File: config.mk
export PLATFORM = sky130hd
export DESIGN_NAME = jk_cmd_seq_flat
export DESIGN_NICKNAME = d
export VERILOG_FILES = /design/src/rtl/jk_cmd_seq_if.sv /design/src/rtl/jk_cmd_seq.sv /design/src/flat_wrapper.sv
export SDC_FILE = /design/constraint.sdc
export NUM_CORES = 1
export LEC_CHECK = 0
export CAP_MARGIN = 5
export CELL_PAD_IN_SITES_DETAIL_PLACEMENT = 0
export CELL_PAD_IN_SITES_GLOBAL_PLACEMENT = 2
export CORE_UTILIZATION = 41
export DETAILED_ROUTE_END_ITERATION = 7
export GPL_TIMING_DRIVEN = 0
export PLACE_DENSITY_LB_ADDON = 0.05
export SETUP_SLACK_MARGIN = 0.05
export SLEW_MARGIN = 30
export SYNTH_ARGS = -nofsm -noshare
export SYNTH_HDL_FRONTEND = slang
export SYNTH_SLANG_ARGS = --single-unit
File: constraint.sdc
create_clock -name clk -period 3.2 [get_ports clk]
set_input_delay 0.64 -clock clk [delete_from_list [all_inputs] [get_ports clk]]
set_output_delay 0.64 -clock clk [all_outputs]
set_load 0.01 [all_outputs]
File: src/rtl/jk_cmd_seq_if.sv
// jk_cmd_seq command port: {op, length} over a valid/ready handshake.
interface jk_cmd_seq_if #(
   parameter int CW = 4
);
   logic          cmd_valid;
   logic          cmd_ready;
   logic [1:0]    cmd_op;
   logic [CW-1:0] cmd_len;

   modport master (
      output cmd_valid,
      output cmd_op,
      output cmd_len,
      input  cmd_ready
   );

   modport slave (
      input  cmd_valid,
      input  cmd_op,
      input  cmd_len,
      output cmd_ready
   );
endinterface

File: src/rtl/jk_cmd_seq.sv
// JK command sequencer: FIFO of {op,len}, plays each op for len+1 cycles.
// Define JK_CHECK_EN to build the JK flip-flop model checker on q_fb.
module jk_cmd_seq #(
   parameter int DEPTH = 4,
   parameter int CW    = 4
) (
   input  logic        clk,
   input  logic        reset,
   jk_cmd_seq_if.slave cmd,
   output logic        j,
   output logic        k,
   output logic        busy,
   output logic        done,
   input  logic        q_fb,
   output logic        mismatch
);
   localparam int AW = (DEPTH > 1) ? $clog2(DEPTH) : 1;

   typedef enum logic {IDLE, RUN} state_t;

   logic [1:0]    op_mem  [DEPTH];
   logic [CW-1:0] len_mem [DEPTH];
   logic [AW-1:0] wptr, rptr;
   logic [AW:0]   count;
   logic          full, empty;
   logic          push, pop;

   state_t        state, nstate;
   logic [1:0]    op_r, nop;
   logic [CW-1:0] rem, nrem;

   assign full          = (count == (AW+1)'(DEPTH));
   assign empty         = (count == '0);
   assign cmd.cmd_ready = !full;
   assign push          = cmd.cmd_valid && !full;

   always_ff @(posedge clk) begin
      if (push) begin
         op_mem[wptr]  <= cmd.cmd_op;
         len_mem[wptr] <= cmd.cmd_len;
      end
   end

   always_ff @(posedge clk or posedge reset) begin
      if (reset) begin
         wptr  <= '0;
         rptr  <= '0;
         count <= '0;
      end else begin
         if (push) wptr <= wptr + AW'(1);
         if (pop)  rptr <= rptr + AW'(1);
         unique case ({push, pop})
            2'b10:   count <= count + (AW+1)'(1);
            2'b01:   count <= count - (AW+1)'(1);
            default: count <= count;
         endcase
      end
   end

   // Pop only from registered occupancy, so a command never bypasses the FIFO.
   always_comb begin
      nstate = state;
      nop    = op_r;
      nrem   = rem;
      pop    = 1'b0;
      unique case (state)
         IDLE: begin
            if (!empty) begin
               pop    = 1'b1;
               nop    = op_mem[rptr];
               nrem   = len_mem[rptr];
               nstate = RUN;
            end
         end
         RUN: begin
            if (rem != '0) begin
               nrem = rem - CW'(1);
            end else if (!empty) begin
               pop  = 1'b1;
               nop  = op_mem[rptr];
               nrem = len_mem[rptr];
            end else begin
               nstate = IDLE;
            end
         end
         default: nstate = IDLE;
      endcase
   end

   always_ff @(posedge clk or posedge reset) begin
      if (reset) begin
         state <= IDLE;
         op_r  <= '0;
         rem   <= '0;
         j     <= 1'b0;
         k     <= 1'b0;
         busy  <= 1'b0;
         done  <= 1'b0;
      end else begin
         state <= nstate;
         op_r  <= nop;
         rem   <= nrem;
         j     <= (nstate == RUN) && nop[1];
         k     <= (nstate == RUN) && nop[0];
         busy  <= (nstate == RUN);
         done  <= (nstate == RUN) && (nrem == '0);
      end
   end

`ifdef JK_CHECK_EN
   logic exp_q;

   // Model samples j/k at the same edge as the downstream flip-flop.
   always_ff @(posedge clk or posedge reset) begin
      if (reset) begin
         exp_q    <= 1'b0;
         mismatch <= 1'b0;
      end else begin
         unique case ({j, k})
            2'b01:   exp_q <= 1'b0;
            2'b10:   exp_q <= 1'b1;
            2'b11:   exp_q <= ~exp_q;
            default: exp_q <= exp_q;
         endcase
         if (q_fb != exp_q) mismatch <= 1'b1;
      end
   end
`else
   logic unused_q_fb;
   assign unused_q_fb = q_fb;
   assign mismatch    = 1'b0;
`endif

endmodule

File: src/flat_wrapper.sv
// flat-port wrapper written by rule: the top's interface ports become plain ports
module jk_cmd_seq_flat 
#(
   parameter int DEPTH = 4,
   parameter int CW    = 4
)
  (clk, reset, j, k, busy, done, q_fb, mismatch, cmd_cmd_valid, cmd_cmd_op, cmd_cmd_len, cmd_cmd_ready);
  jk_cmd_seq_if #(.CW(CW)) cmd_i ();
  input  logic clk;
  input  logic reset;
  output logic j;
  output logic k;
  output logic busy;
  output logic done;
  input  logic q_fb;
  output logic mismatch;
  input wire logic [$bits(cmd_i.cmd_valid)-1:0] cmd_cmd_valid;
  input wire logic [$bits(cmd_i.cmd_op)-1:0] cmd_cmd_op;
  input wire logic [$bits(cmd_i.cmd_len)-1:0] cmd_cmd_len;
  output wire logic [$bits(cmd_i.cmd_ready)-1:0] cmd_cmd_ready;
  assign cmd_i.cmd_valid = cmd_cmd_valid;
  assign cmd_i.cmd_op = cmd_cmd_op;
  assign cmd_i.cmd_len = cmd_cmd_len;
  assign cmd_cmd_ready = cmd_i.cmd_ready;
  jk_cmd_seq #(.DEPTH(DEPTH), .CW(CW)) u_core (.clk(clk), .reset(reset), .cmd(cmd_i), .j(j), .k(k), .busy(busy), .done(done), .q_fb(q_fb), .mismatch(mismatch));
endmodule
==> results.rst <==
.. list-table::
   :header-rows: 1

   * - Metric
     - Value
   * - Largest net degree at the start of global routing
     - 18
   * - Placeable core region
     - 4140 um2
   * - Worst Hold Launch
     - u_core.op_r[0]
   * - Worst flop-to-flop path startpoint
     - u_core.rem[0]
   * - Clock-pin transition on the worst setup and hold timing paths
     - 0.09 ns
   * - Final hold violation count
     - 0
   * - Number of search-and-repair iterations in the first detailed-routing pass
     - 4
   * - Total of max-cap violations
     - 0
   * - CTS HTree Levels
     - 2
   * - Area growth, synth to finish
     - 15.9%
   * - DRC violations left
     - 0
   * - WL final
     - approximately 2700 um
   * - Category of the critical setup timing path
     - reg -> reg
   * - Pre-CTS setup slack
     - 0.625 ns
   * - CP required
     - about 3.4 ns
   * - Path depth of the worst reg2reg path
     - 10
   * - Per-cell routed wire length
     - roughly 14 um
   * - Min-Delay Path Depth
     - 1
   * - Total negative slack for setup checks
     - 0 ns
   * - Horizontal die dimension
     - between 60 and 70 um
   * - Share of cells above drive strength 1
     - between 10% and 20%
   * - Worst-case setup margin in the final layout
     - 0.624 ns
   * - Count of final setup violators
     - 0
   * - Endpoint of the lowest-slack register-to-register path
     - u_core.count[2]
   * - I/O pin count
     - 16
   * - Leak
     - approximately 0.85 nW
   * - Critical Path Fanout Max
     - 7
   * - Total gr overflow
     - 0
   * - Relative max-transition margin
     - 55.3%
   * - Total number of nets in the final design
     - around 150
   * - Number of antenna violations at the first check in global routing
     - 0
   * - Highest-count cells in the layout ignoring fill and taps
     - sky130_fd_sc_hd__edfxtp_1 (24), sky130_fd_sc_hd__dfrtp_1 (17), sky130_fd_sc_hd__clkdlybuf4s50_1 (13), sky130_fd_sc_hd__inv_1 (9), sky130_fd_sc_hd__nand2_1 (7)
   * - Worst-case hold path end point
     - u_core.op_r[0]
   * - CTS hold repair buffers
     - 0
   * - Proportion of synthesized chip area in sequential cells
     - between 60% and 70%
   * - Number of synthesized register bits
     - slightly above 40
   * - Leading cell types by total area after synthesis
     - sky130_fd_sc_hd__edfxtp_1 (39%), sky130_fd_sc_hd__dfrtp_1 (23%), sky130_fd_sc_hd__mux4_1 (7.2%), sky130_fd_sc_hd__ha_1 (4.1%), sky130_fd_sc_hd__mux2_2 (2.5%)
   * - ANT cells
     - 0
   * - Wire length of the first global-routing pass
     - 4600 um
   * - Total CTS buffers
     - 5
   * - Half-perimeter wire length after detailed placement
     - roughly 1900 um
   * - Critical path data arrival time
     - between 2 and 3 ns
   * - Number of setup buffers added after CTS
     - 0
   * - Die height
     - 68.8 um
   * - Starting density of the core
     - 44.1%
   * - Largest area contributor in the netlist
     - sky130_fd_sc_hd__edfxtp_1
   * - Post-CTS resize count
     - 0
   * - Per-cell via count in the routed design
     - about 5
   * - Area share of the largest cell type after synthesis
     - around two fifths
   * - Clock root cell
     - sky130_fd_sc_hd__clkbuf_8
   * - Number of clock sinks
     - between 40 and 50
   * - Weighted congestion reported at the end of routability-driven placement
     - just under 0.7
   * - Avg Synthesized Cell Area
     - ~16 um2
   * - Cell count after synthesis
     - 117
   * - HP Class
     - reg -> reg
   * - Shortest clock period the worst path allows after layout
     - 2.58 ns
   * - Clock latency of the later-clocked register in the worst-skew pair
     - ~0.29 ns
   * - Synth warn
     - 0
   * - Synth cell types
     - 36
   * - GR Util All Layers
     - between 10 and 15%
   * - Worst Setup Start Kind
     - register
   * - RSZ-0062 raised after global routing
     - false
   * - Period utilisation layout
     - between 80 and 90%
   * - Buffers added on ports
     - 13
   * - Net count after synthesis
     - 134
   * - Smallest hold slack
     - just over 0.5 ns
   * - Final slew viol count
     - 0
   * - Area after DPL
     - 2020 um2
   * - Die footprint
     - around 4700 um2
   * - Clk buf depth
     - 2
   * - Area of all placed cells without fillers
     - around 2100 um2
   * - CTS tree
     - done
   * - Slew at the pin closest to its max-slew limit
     - roughly 0.67 ns
   * - Result of the run
     - complete, no violations
   * - Ratio of total power to cell area
     - 899 nW/um2
   * - Endpoint class of the critical path
     - register
   * - Setup slack of the most critical reg-to-reg path
     - about 0.62 ns
   * - Vias after detailed routing
     - 963
   * - Vias in the first global route
     - 963
   * - Placement Rows
     - 23
   * - Worst setup skew after layout
     - roughly 0.0046 ns
   * - Fill cell instance count of the final layout
     - 367
   * - Most common library cell in the layout ignoring fill and taps
     - sky130_fd_sc_hd__edfxtp_1
   * - Fmax
     - about 390 MHz
   * - Post-Synthesis Cell Area
     - between 1500 and 2000 um2
   * - Count of routing violations after the opening detailed-route iteration
     - 38
   * - ANT nets after route
     - 0
   * - Max rail drop VDD
     - 459 uV
[metal layers]
| layer | track usage (%) | part of all wire, % | routed length (um) |
|---|---|---|---|
| met2 | 22.4 | 49 | 1300 |
| met1 | 18.3 | 45 | 1200 |
| met3 | 4.93 | 4.8 | 129 |
| met4 | 5.36 | 1.4 | 38 |
| met5 | 0 | 0 | 0 |
[per-stage QoR]
stage / cells / util, % / power (mW)
3_3_place_gp: 180 / 48.8 / 1.54
2_1_floorplan: 117 / - / 1.37
6_report: 188 / 51.1 / 1.90
3_5_place_dp: 180 / 48.8 / 1.56
4_1_cts: 188 / 51.1 / 1.93
5_1_grt: 188 / 51.1 / 2.06
[how the worst max path moves through the flow]
stage,slack [ns],startpoint,depth (start not counted),to
after detailed placement,0.63,u_core.rem[0],10,u_core.count[2]
after global placement,0.66,u_core.rem[0],10,u_core.count[2]
final,0.62,u_core.rem[0],10,u_core.count[2]
after CTS,0.60,u_core.rem[0],10,u_core.count[2]
after global routing,0.47,u_core.rem[0],10,u_core.count[2]
after floorplan,0.86,u_core.rem[0],10,u_core.count[2]
[cells in the mapped netlist, drive strengths merged]
library cell / instances
o31ai: 1
a21oi: 1
a32oi: 1
o21ai: 3
ha: 6
nor2b: 1
a22oi: 1
nor2: 4
nor4: 1
mux2i: 3
xor2: 3
nor3: 2
buf: 2
or3b: 1
a21o: 1
and2: 3
nand3: 1
clkdlybuf4s25: 1
nand2: 7
inv: 9
and3: 4
mux2: 4
mux4: 6
conb: 1
edfxtp: 24
o221ai: 1
nand2b: 1
clkbuf: 1
dfrtp: 17
fa: 1
or3: 1
xnor2: 3
o2bb2a: 1
[report_power, final]
part	internal [mW]	switching (mW)	total, mW	leakage [nW]
clock network	0.164	0.196	0.360	0.0511
logic	0.363	0.352	0.715	0.377
registers	0.736	0.0933	0.829	0.418
total	1.26	0.641	1.90	0.847
[cell type report]
class	count	area [um2]	area share [%]
Buffer	4	33.8	1.59
Timing Repair Buffer	13	130	6.14
Tap cell	50	62.6	2.95
Clock inverter	3	28.8	1.36
Sequential cell	41	1150	54.1
Clock buffer	5	68.8	3.25
Multi-Input combinational cell	63	614	29.0
Inverter	9	33.8	1.59
[worst max-delay path: stages (launching register included)]
cell	delay (ns)
sky130_fd_sc_hd__dfrtp_1	0.44
sky130_fd_sc_hd__inv_1	0.08
sky130_fd_sc_hd__ha_1	0.20
sky130_fd_sc_hd__or3b_4	0.41
sky130_fd_sc_hd__a21oi_4	0.30
sky130_fd_sc_hd__ha_1	0.24
sky130_fd_sc_hd__inv_1	0.06
sky130_fd_sc_hd__fa_1	0.37
sky130_fd_sc_hd__xor2_1	0.15
sky130_fd_sc_hd__nor2_1	0.11
sky130_fd_sc_hd__xor2_1	0.14
[state kept, by name (all words and copies together) (netlist names)]
name / flops
u_core.wptr: 2
u_core.done: 1
u_core.op_r: 2
u_core.op_mem: 8
u_core.k: 1
u_core.len_mem: 16
u_core.j: 1
u_core.rem: 4
u_core.count: 3
u_core.busy: 1
u_core.rptr: 2
[cells by family (layout without fill, tap and decap cells)]
group	after synthesis	count (layout)	synth area share, %
other cells	1	1	0.205
fa+ha+maj	7	7	5.20
flops	41	41	62.7
buf+inv	13	34	3.70
compound gates	10	10	5.07
xor+xnor	6	6	2.88
simple gates	26	26	7.73
mux	13	13	12.5
Power figures use the tool's default switching activity.
